File: src/rtl/pc_sequencer.sv
// Program counter and next-PC sequencer with interrupt/exception entry, EPC capture and fetch-wait counter.
// Optional feature: define PC_SEQ_IRQ_LATCH_EN to latch irq rising edges into a pending flag.
module pc_sequencer #(
    parameter int               WIDTH      = 32,
    parameter logic [WIDTH-1:0] RESET_PC   = '0,
    parameter logic [WIDTH-1:0] INT_PC     = 32'h8000_0004,
    parameter logic [WIDTH-1:0] EXP_PC     = 32'h8000_0008,
    parameter int               FETCH_WAIT = 0
) (
    input  logic             clk,
    input  logic             reset,
    input  logic             stall,
    input  logic [2:0]       pc_src,
    input  logic             branch_taken,
    input  logic [WIDTH-1:0] imm32,
    input  logic [25:0]      jt,
    input  logic [WIDTH-1:0] reg_target,
    input  logic             irq,
    input  logic             exc,
    output logic [WIDTH-1:0] pc,
    output logic [WIDTH-1:0] pc_plus_4,
    output logic             instr_valid,
    output logic             int_take,
    output logic             exc_take,
    output logic [WIDTH-1:0] epc
);

    localparam logic [3:0] FW = 4'(FETCH_WAIT);

    logic [3:0]              cnt;
    logic [WIDTH-1:0]        pc_q;
    logic [WIDTH-1:0]        epc_q;
    logic [WIDTH-1:0]        next_pc;
    logic [WIDTH-1:0]        norm_pc;
    logic signed [WIDTH-1:0] br_off;
    logic                    commit;
    logic                    kernel;
    logic                    pend;

    assign kernel      = pc_q[WIDTH-1];
    assign commit      = (cnt == FW) && !stall;
    assign pc          = pc_q;
    assign pc_plus_4   = pc_q + WIDTH'(4);
    assign epc         = epc_q;
    assign instr_valid = commit;
    assign br_off      = $signed(imm32) <<< 2;

`ifdef PC_SEQ_IRQ_LATCH_EN
    logic irq_d;
    logic pending_q;

    // A rising edge counts as pending in the same cycle so a pulse landing on a commit is not missed.
    assign pend = pending_q | (irq & ~irq_d);

    always_ff @(posedge clk) begin
        irq_d <= irq;
        if (reset) begin
            pending_q <= 1'b0;
        end else if (int_take) begin
            pending_q <= 1'b0;
        end else if (irq && !irq_d) begin
            pending_q <= 1'b1;
        end
    end
`else
    assign pend = irq;
`endif

    assign exc_take = commit & exc;
    assign int_take = commit & pend & ~kernel & ~exc;

    always_comb begin
        norm_pc = pc_plus_4;
        case (pc_src)
            3'd0:    norm_pc = pc_plus_4;
            3'd1:    norm_pc = branch_taken ? (pc_plus_4 + $unsigned(br_off)) : pc_plus_4;
            3'd2:    norm_pc = {pc_plus_4[WIDTH-1:28], jt, 2'b00};
            3'd3:    norm_pc = reg_target;
            3'd4:    norm_pc = INT_PC;
            default: norm_pc = EXP_PC;
        endcase
        // User code can only reach kernel space through the vectors.
        if (!kernel && !pc_src[2]) begin
            norm_pc[WIDTH-1] = 1'b0;
        end
        if (exc_take) begin
            next_pc = EXP_PC;
        end else if (int_take) begin
            next_pc = INT_PC;
        end else begin
            next_pc = norm_pc;
        end
    end

    always_ff @(posedge clk) begin
        if (reset) begin
            pc_q  <= RESET_PC;
            cnt   <= '0;
            epc_q <= '0;
        end else if (commit) begin
            cnt  <= '0;
            pc_q <= next_pc;
            if (exc_take || int_take) begin
                epc_q <= pc_q;
            end
        end else if (!stall) begin
            cnt <= cnt + 4'd1;
        end
    end

endmodule

File: config.mk
export PLATFORM = sky130hd
export DESIGN_NAME = pc_sequencer
export DESIGN_NICKNAME = d
export VERILOG_FILES = /design/src/rtl/pc_sequencer.sv
export SDC_FILE = /design/constraint.sdc
export NUM_CORES = 1
export LEC_CHECK = 0
export ABC_AREA = 1
export CELL_PAD_IN_SITES_DETAIL_PLACEMENT = 0
export CELL_PAD_IN_SITES_GLOBAL_PLACEMENT = 1
export CORE_ASPECT_RATIO = 0.5
export CORE_MARGIN = 4
export CORE_UTILIZATION = 35
export CTS_BUF_LIST = sky130_fd_sc_hd__clkbuf_8
export CTS_CLUSTER_SIZE = 28
export DETAILED_ROUTE_END_ITERATION = 10
export PLACE_DENSITY = 0.86
export SLEW_MARGIN = 20
export SYNTH_ARGS = -nofsm -noshare
export SYNTH_HDL_FRONTEND = slang
export SYNTH_SLANG_ARGS = --single-unit
export TNS_END_PERCENT = 10
File: constraint.sdc
create_clock -name clk -period 4.39 [get_ports clk]
set_clock_uncertainty 0.05 [all_clocks]
set_input_delay 1.317 -clock clk [delete_from_list [all_inputs] [get_ports clk]]
set_output_delay 1.317 -clock clk [all_outputs]
set_load 0.01 [all_outputs]
==> summary.md, run 1 <==
| Metric | Value |
|---|---|
| Vias per cell | `5.11` |
| Sequential share of the synthesized area | `21.5%` |
| Synth Area in Adders | `6.85%` |
| Crit end category | `output pin` |
| Area contributors post-synth | `dfxtp_1 22%, nand2_1 20%, inv_1 8.3%` |
| Ys flop type | `dfxtp_1` |
| CTS Buffer Depth | `2` |
| Multiplexer share of the synthesized area | `0%` |
| Combinational fraction of design power | `31.7%` |
| Area leader, netlist | `dfxtp_1` |
| Seq cells post-synth | `68` |
| XOR/XNOR Fraction of Synth Area | `3.52%` |
| Clock power frac | `31.2%` |
| Post-Syn Instances | `1074` |
| # setup viols final | `0` |
| Final critical-path required period | `4.24 ns` |
| Worst Max-Slew Pin Slew | `1.00 ns` |
| Antenna Cells | `0` |
| Synth Area in Compound Gates | `16.1%` |
| Switch Pwr | `0.607 mW` |
| Crit Path Max Fanout | `6` |
| Total global routing overflow | `0` |
| Syn_area_per_cell | `5.89 sq um` |
| Drt initial violations | `660` |
| P_leak | `4.08 nW` |
| # DRC | `0` |
| Die X | `198 um` |
| F_max | `0.236 GHz` |
| Largest family of logic cells by synthesized area | `simple AND/OR/NAND/NOR gates` |
| Pwr dens | `209 nW/um^2` |
| Internal power | `1.23 mW` |
| RSZ-0062 raised after global routing | `false` |
| DRT Pass-1 Iters | `5` |
| Worst-skew pair later-pin latency | `0.35 ns` |
| TritonCTS clock tree | `yes` |
| Setup CP Type | `in2out` |
| Sw Share | `33.0%` |
| PortBufs | `195` |
| Die Area | `20400 sq um` |
| Clock root buffer | `clkbuf_8` |
| First-pass GRT wire length | `39.9 mm` |
| Setup crit start kind | `input pin` |
| CTS Buf Count | `9` |
| Initial antenna violation count | `0` |
| Yosys cell types | `49` |
| Maxcap violations | `0` |
| Critical Path AT | `2.88 ns` |
| Post-route antenna net violation count | `0` |
| Post-detailed-route wirelength per cell | `17.8 um` |
| Global router's overall resource usage | `25.4%` |
| Final HPWL DP | `22.4 mm` |
| Final nets | `1403` |
| Top-area cell type share of the netlist area | `21.5%` |
| Starting Density | `36.1%` |
| I/O Pins | `198` |
| Worst slew margin | `32.6%` |
| VDD IR max | `0.000192 V` |
| Worst-path clk slew | `0.07 ns` |
| Share of cells above drive strength 1 | `5.96%` |
| Post-synth EDFFs | `0` |
| Min-Delay Path Class | `reg2reg` |
| Number of global-route vias before repair | `7002` |
| H-tree depth | `3` |
| Total power draw | `1.84 mW` |
| Status | `finished, final reports clean` |
| Dpl cell area | `8580 sq um` |
| Vias | `7710` |
| WHS | `0.433 ns` |
| Final slew viol count | `0` |
| Placer Congestion | `0.971` |
| Final TNS setup | `0 ns` |
| Sequential Power Share | `37.1%` |
| Simple-gate share of the synthesized area | `40.8%` |
| Asr flop ratio synth | `0%` |
| Core outline area | `17500 sq um` |
| WL final | `26.9 mm` |
| FP Rows | `34` |
| Number of synthesis warnings | `0` |
| Hold Violations, Final | `0` |
| Die height | `103 um` |
| Worst EP required | `3.02 ns` |
| Fill count | `1864` |
| Synth Net Count | `1207` |
| Largest net degree at the start of global routing | `45` |
| Final cell area excluding filler cells | `8810 sq um` |
| Area grow syn2layout | `39.3%` |
| Clock Sinks | `68` |
| Mapped Area | `6320 sq um` |
| Crit share post-route | `96.7%` |
-- critical path, cell delays in order --
cell and delay [ns]:
clkdlybuf4s50_1 0.45, inv_2 0.14, nand4_4 0.14, nor2_1 0.11
nand3_1 0.09, inv_1 0.09, clkdlybuf4s50_1 0.54
-- sequential cells by signal (all words and copies together), names as in the netlist --
name  flops
cnt       4
epc      32
pc       32
-- what timing repair did --
action	in CTS	in global routing
hold buffers	0	0
setup buffers	0	0
gates resized for setup	0	1
setup endpoints to repair	0	1
-- cell usage after synthesis (4+ instances only) --
| cell | instances |
|---|---|
| xnor2_1 | 4 |
| nand2_1 | 330 |
| a22oi_1 | 7 |
| o21ai_1 | 6 |
| dfxtp_1 | 68 |
| nand4_1 | 31 |
| buf_4 | 4 |
| nand3_1 | 67 |
| o2111ai_1 | 5 |
| ha_1 | 33 |
| a211oi_1 | 14 |
| nor3_1 | 14 |
| nand2_2 | 7 |
| inv_1 | 140 |
| a21o_1 | 5 |
| nor2_4 | 8 |
| o211ai_1 | 12 |
| a21oi_1 | 49 |
| buf_2 | 6 |
| inv_2 | 5 |
| o21ai_0 | 63 |
| clkbuf_1 | 20 |
| nor2_1 | 126 |
| xor2_1 | 14 |
-- path summary, 6_finish.rpt --
path / startpoint / to / cells after the start / slack, ns
worst max-delay path: stall / int_take / 7 / 0.15
worst min-delay path: epc[3] / epc[3] / 2 / 0.43
worst max register to register: pc[3] / pc[29] / 22 / 0.37
worst min register to register: epc[3] / epc[3] / 2 / 0.43
-- cell type report --
cell class	count	area, sq um	area share (%)
multi-input cells	827	4270	48.4
flip-flops and latches	68	1360	15.5
well taps	234	293	3.32
clock inverters	7	92.6	1.05
clock buffers	9	124	1.41
inverters	147	554	6.29
repair buffers	217	2120	24.0
-- cells in the final DEF (no fill, tap or decap), types with 5 or more instances in the layout --
master and n:
a211oi_1 14, clkbuf_8 9, nand2_1 330, nand4_1 31, nand2_2 7, a22oi_1 7
a21o_1 5, clkdlybuf4s50_1 195, nor2_4 8, nand3_1 67, ha_1 33, a21oi_1 49
nor3_1 14, o2111ai_1 5, inv_2 5, xor2_1 14, o211ai_1 12, dfxtp_1 68
nor2_1 126, o21ai_0 63, buf_4 22, inv_1 140, o21ai_1 6
-- cell families (layout without fill, tap and decap cells) --
kind of cell	after synthesis	count (layout)
and+or+nand+nor	598	598
buffers and inverters	179	380
adders and majority gates	34	34
DFF	68	68
xor gates and xnor gates	22	22
AOI/OAI and AO/OA	173	173
-- power by group through the flow --
stage	registers (mW)	logic (mW)	clock network, mW
finish	0.683	0.583	0.575
global route	0.688	0.636	0.614
CTS	0.683	0.577	0.584
detailed placement	0.697	0.575	0
global placement	0.696	0.571	0
floorplan	0.705	0.271	0
-- stage by stage --
stage / setup WS, ns / instances / util (%)
floorplan: 1.11 / 1074 / -
global placement: 0.119 / 1493 / 49.0
detailed placement: 0.107 / 1493 / 49.0
CTS: 0.102 / 1509 / 50.2
global route: 0.00748 / 1509 / 50.2
finish: 0.146 / 1509 / 50.2
-- layer usage --
layer	up-vias	GRT usage [%]	routed length, um	part of all wire [%]
met4	0	4.97	324	1.2
met1	3555	39.4	13700	51
met3	26	3.23	1760	6.5
met5	-	0	0	0
li1	3889	-	-	-
met2	240	37.5	11100	41
Note: power is estimated with default switching activity, not from simulation.
==> inputs of run 2 (changes only) <==
--- a/config.mk
+++ b/config.mk
@@ -5,14 +5,12 @@
 export SDC_FILE = /design/constraint.sdc
 export NUM_CORES = 1
 export LEC_CHECK = 0
-export ABC_AREA = 1
 export CELL_PAD_IN_SITES_DETAIL_PLACEMENT = 0
 export CELL_PAD_IN_SITES_GLOBAL_PLACEMENT = 1
 export CORE_ASPECT_RATIO = 0.5
 export CORE_MARGIN = 4
 export CORE_UTILIZATION = 35
 export CTS_BUF_LIST = sky130_fd_sc_hd__clkbuf_8
-export CTS_CLUSTER_SIZE = 28
 export DETAILED_ROUTE_END_ITERATION = 10
 export PLACE_DENSITY = 0.86
 export SLEW_MARGIN = 20
==> summary.md, run 2 <==
| Metric | Value |
|---|---|
| Post-synth EDFFs | `0 (unchanged)` |
| Area grow syn2layout | `53.1%` |
| Worst-skew pair later-pin latency | `0.36 ns (about the same)` |
| Post-CTS setup buffer count | `0 (unchanged)` |
| Worst Max-Slew Pin Slew | `0.842 ns (-0.162 ns)` |
| Crit Path Max Fanout | `5 (-1)` |
| Area contributors post-synth | `dfxtp_1 26%, ha_1 7.9%, nand2_1 7.2%` |
| First-pass GRT wire length | `31.5 mm (-21%)` |
| Area leader, netlist | `dfxtp_1` |
| Starting Density | `35.9% (-0.19 points)` |
| H-tree depth | `3 (unchanged)` |
| Mapped Area | `5200 sq um (-18%)` |
| # hold bufs at CTS | `0 (unchanged)` |
| Hold Violations, Final | `0 (unchanged)` |
| Final slew viol count | `0 (unchanged)` |
| Die Area | `17000 sq um (-17%)` |
| Sequential share of the synthesized area | `26.2% (+4.6 points)` |
| TritonCTS clock tree | `yes` |
| Final TNS setup | `0 ns (unchanged)` |
| Hold Crit Depth | `2 (unchanged)` |
| Core outline area | `14500 sq um (-17%)` |
| Die X | `180 um (-8.9%)` |
| F_max | `0.230 GHz (-2.3%)` |
| Placer Congestion | `0.948 (-2.4%)` |
| Post-detailed-route wirelength per cell | `18.6 um (+4.7%)` |
| Ys flop type | `dfxtp_1` |
| DRT Pass-1 Iters | `5 (unchanged)` |
| Largest net degree at the start of global routing | `28 (-38%)` |
| Post-Syn Instances | `672 (-37%)` |
| Post-synth top cells | `100 x nand2_1, 68 x dfxtp_1, 63 x a21oi_1` |
| Final nets | `1029 (-27%)` |
| Final cell count without fillers | `1098 (-27%)` |
| PortBufs | `195 (unchanged)` |
| Pwr dens | `203 nW/um^2 (-3.1%)` |
| Synth Net Count | `805 (-33%)` |
| Asr flop ratio synth | `0% (unchanged)` |
| Drt initial violations | `514 (-22%)` |
| Clock root buffer | `clkbuf_8` |
| Worst-path clk slew | `0.07 ns (about the same)` |
| Share of cells above drive strength 1 | `11.7% (+5.7 points)` |
| # DRC | `0 (unchanged)` |
| Dominant cell by count in the synthesized netlist | `nand2_1` |
| Critical Path AT | `2.98 ns (+0.10 ns)` |
| Crit share post-route | `98.9% (+2.2 points)` |
| WL final | `20.5 mm (-24%)` |
| Min-Delay Path Class | `reg2reg` |
| Initial antenna violation count | `0 (unchanged)` |
| Maxcap violations | `0 (unchanged)` |
| Final worst slack | `0.0469 ns (-0.0986 ns)` |
| Global router's overall resource usage | `23.3% (-2.2 points)` |
| Seq cells post-synth | `68 (unchanged)` |
| Vias | `6097 (-21%)` |
| Pre-CTS WS | `-0.211 ns (-0.318 ns)` |
| Worst r2r path cells | `17 (-23%)` |
| CTS Buf Count | `9 (unchanged)` |
| Worst slew margin | `43.9% (+11 points)` |
| Setup crit start kind | `register` |
| Final critical-path required period | `4.34 ns (+0.0986 ns)` |
| # setup viols final | `0 (unchanged)` |
| Yosys cell types | `66 (+35%)` |
| Clock Sinks | `68 (unchanged)` |
| VDD IR max | `0.000131 V (-32%)` |
| RSZ-0062 raised after global routing | `true` |
| Final HPWL DP | `16.3 mm (-27%)` |
| Total global routing overflow | `0 (unchanged)` |
| Setup CP Type | `reg2out` |
| Top-area cell type share of the netlist area | `26.2% (+4.6 points)` |
| Antenna Cells | `0 (unchanged)` |
| Worst EP required | `3.02 ns (about the same)` |
| Most frequent cells in the layout | `190 x clkdlybuf4s50_1, 100 x nand2_1, 68 x dfxtp_1` |
| Inst Count DP | `1083 (-27%)` |
| Status | `finished, final reports clean` |
| P_leak | `3.23 nW (-21%)` |
| Syn_area_per_cell | `7.75 sq um (+32%)` |
| Final Core Density | `55.0% (+4.7 points)` |
| CTS Buffer Depth | `2 (unchanged)` |
| I/O Pins | `198 (unchanged)` |
| Number of synthesis warnings | `0 (unchanged)` |
| FP Rows | `31 (-8.8%)` |
| Die height | `94.2 um (-8.5%)` |
| WHS | `0.406 ns (-0.0272 ns)` |
| Most common cell after layout, fill and taps aside | `clkdlybuf4s50_1` |
| Number of global-route vias before repair | `5892 (-16%)` |
| Vias per cell | `5.55 (+8.7%)` |
| Post-route antenna net violation count | `0 (unchanged)` |
| Crit end category | `output pin` |
## run 2: cell count changes in the layout (fill, tap and decap cells not counted), sizes merged, moves of 12 or more
cell,change
buf,+36
a21oi,+12
and3,+14
a222oi,+18
nand2,-240
a21o,+15
nor2,-96
xnor2,+23
a22o,+18
inv,-132
nand3,-42
nand4,-27
o21ai,-28
## run 2: path summary, 6_finish.rpt
path | from | endpoint | slack, ns
max reg2reg | pc[5] | pc[31] | 0.32
max | pc[5] | pc_plus_4[24] | 0.05
min | epc[9] | epc[9] | 0.41
min reg2reg | epc[9] | epc[9] | 0.41
## run 2: cell type report
cell class	instances	area, sq um
fill	1394	6540
multi-input combinational	552	3730
timing repair buffer	252	2380
sequential	68	1360
tap	198	248
clock buffer	9	124
clock inverter	6	81.3
inverter	13	48.8
## run 2: stage by stage
step | total power, mW | cell area [sq um]
5_1_grt | 1.69 | 7970
3_3_place_gp | 1.05 | 7690
6_report | 1.61 | 7970
4_1_cts | 1.62 | 7920
2_1_floorplan | 0.844 | 5200
3_5_place_dp | 1.06 | 7690
## run 2: routing by layer
| layer | vias up | routed length (um) | track usage [%] |
|---|---|---|---|
| met5 | - | 0 | 0 |
| met4 | 0 | 172 | 4.15 |
| met3 | 20 | 1240 | 4.02 |
| met2 | 227 | 9740 | 40.6 |
| met1 | 2921 | 9310 | 30.7 |
| li1 | 2929 | - | - |
## run 2: cells by family after synthesis
family | share of synthesized area (%)
compound gates | 29.0
xor+xnor | 9.09
fa+ha+maj | 8.32
buf+inv | 3.92
flops | 26.2
mux | 2.72
simple gates | 20.8
## run 2: timing repair
item / in CTS / in global routing
pin swaps: 0 / 1
endpoints found under the setup margin: 7 / 10
resized for setup: 8 / 9
## run 2: report_power, final
part	switching (mW)	internal [mW]	total [mW]
Sequential	0.0111	0.626	0.637
Clock	0.254	0.313	0.566
Combinational	0.203	0.208	0.411
Total	0.468	1.15	1.61
## run 2: critical path: stages (launching register included)
cell and delay [ns]:
dfxtp_1 0.41, and3_1 0.21, and3_1 0.22, nand3_1 0.20, or2_2 0.41, nor2_4 0.17, nand3_1 0.14, xnor2_2 0.27
clkdlybuf4s50_1 0.60
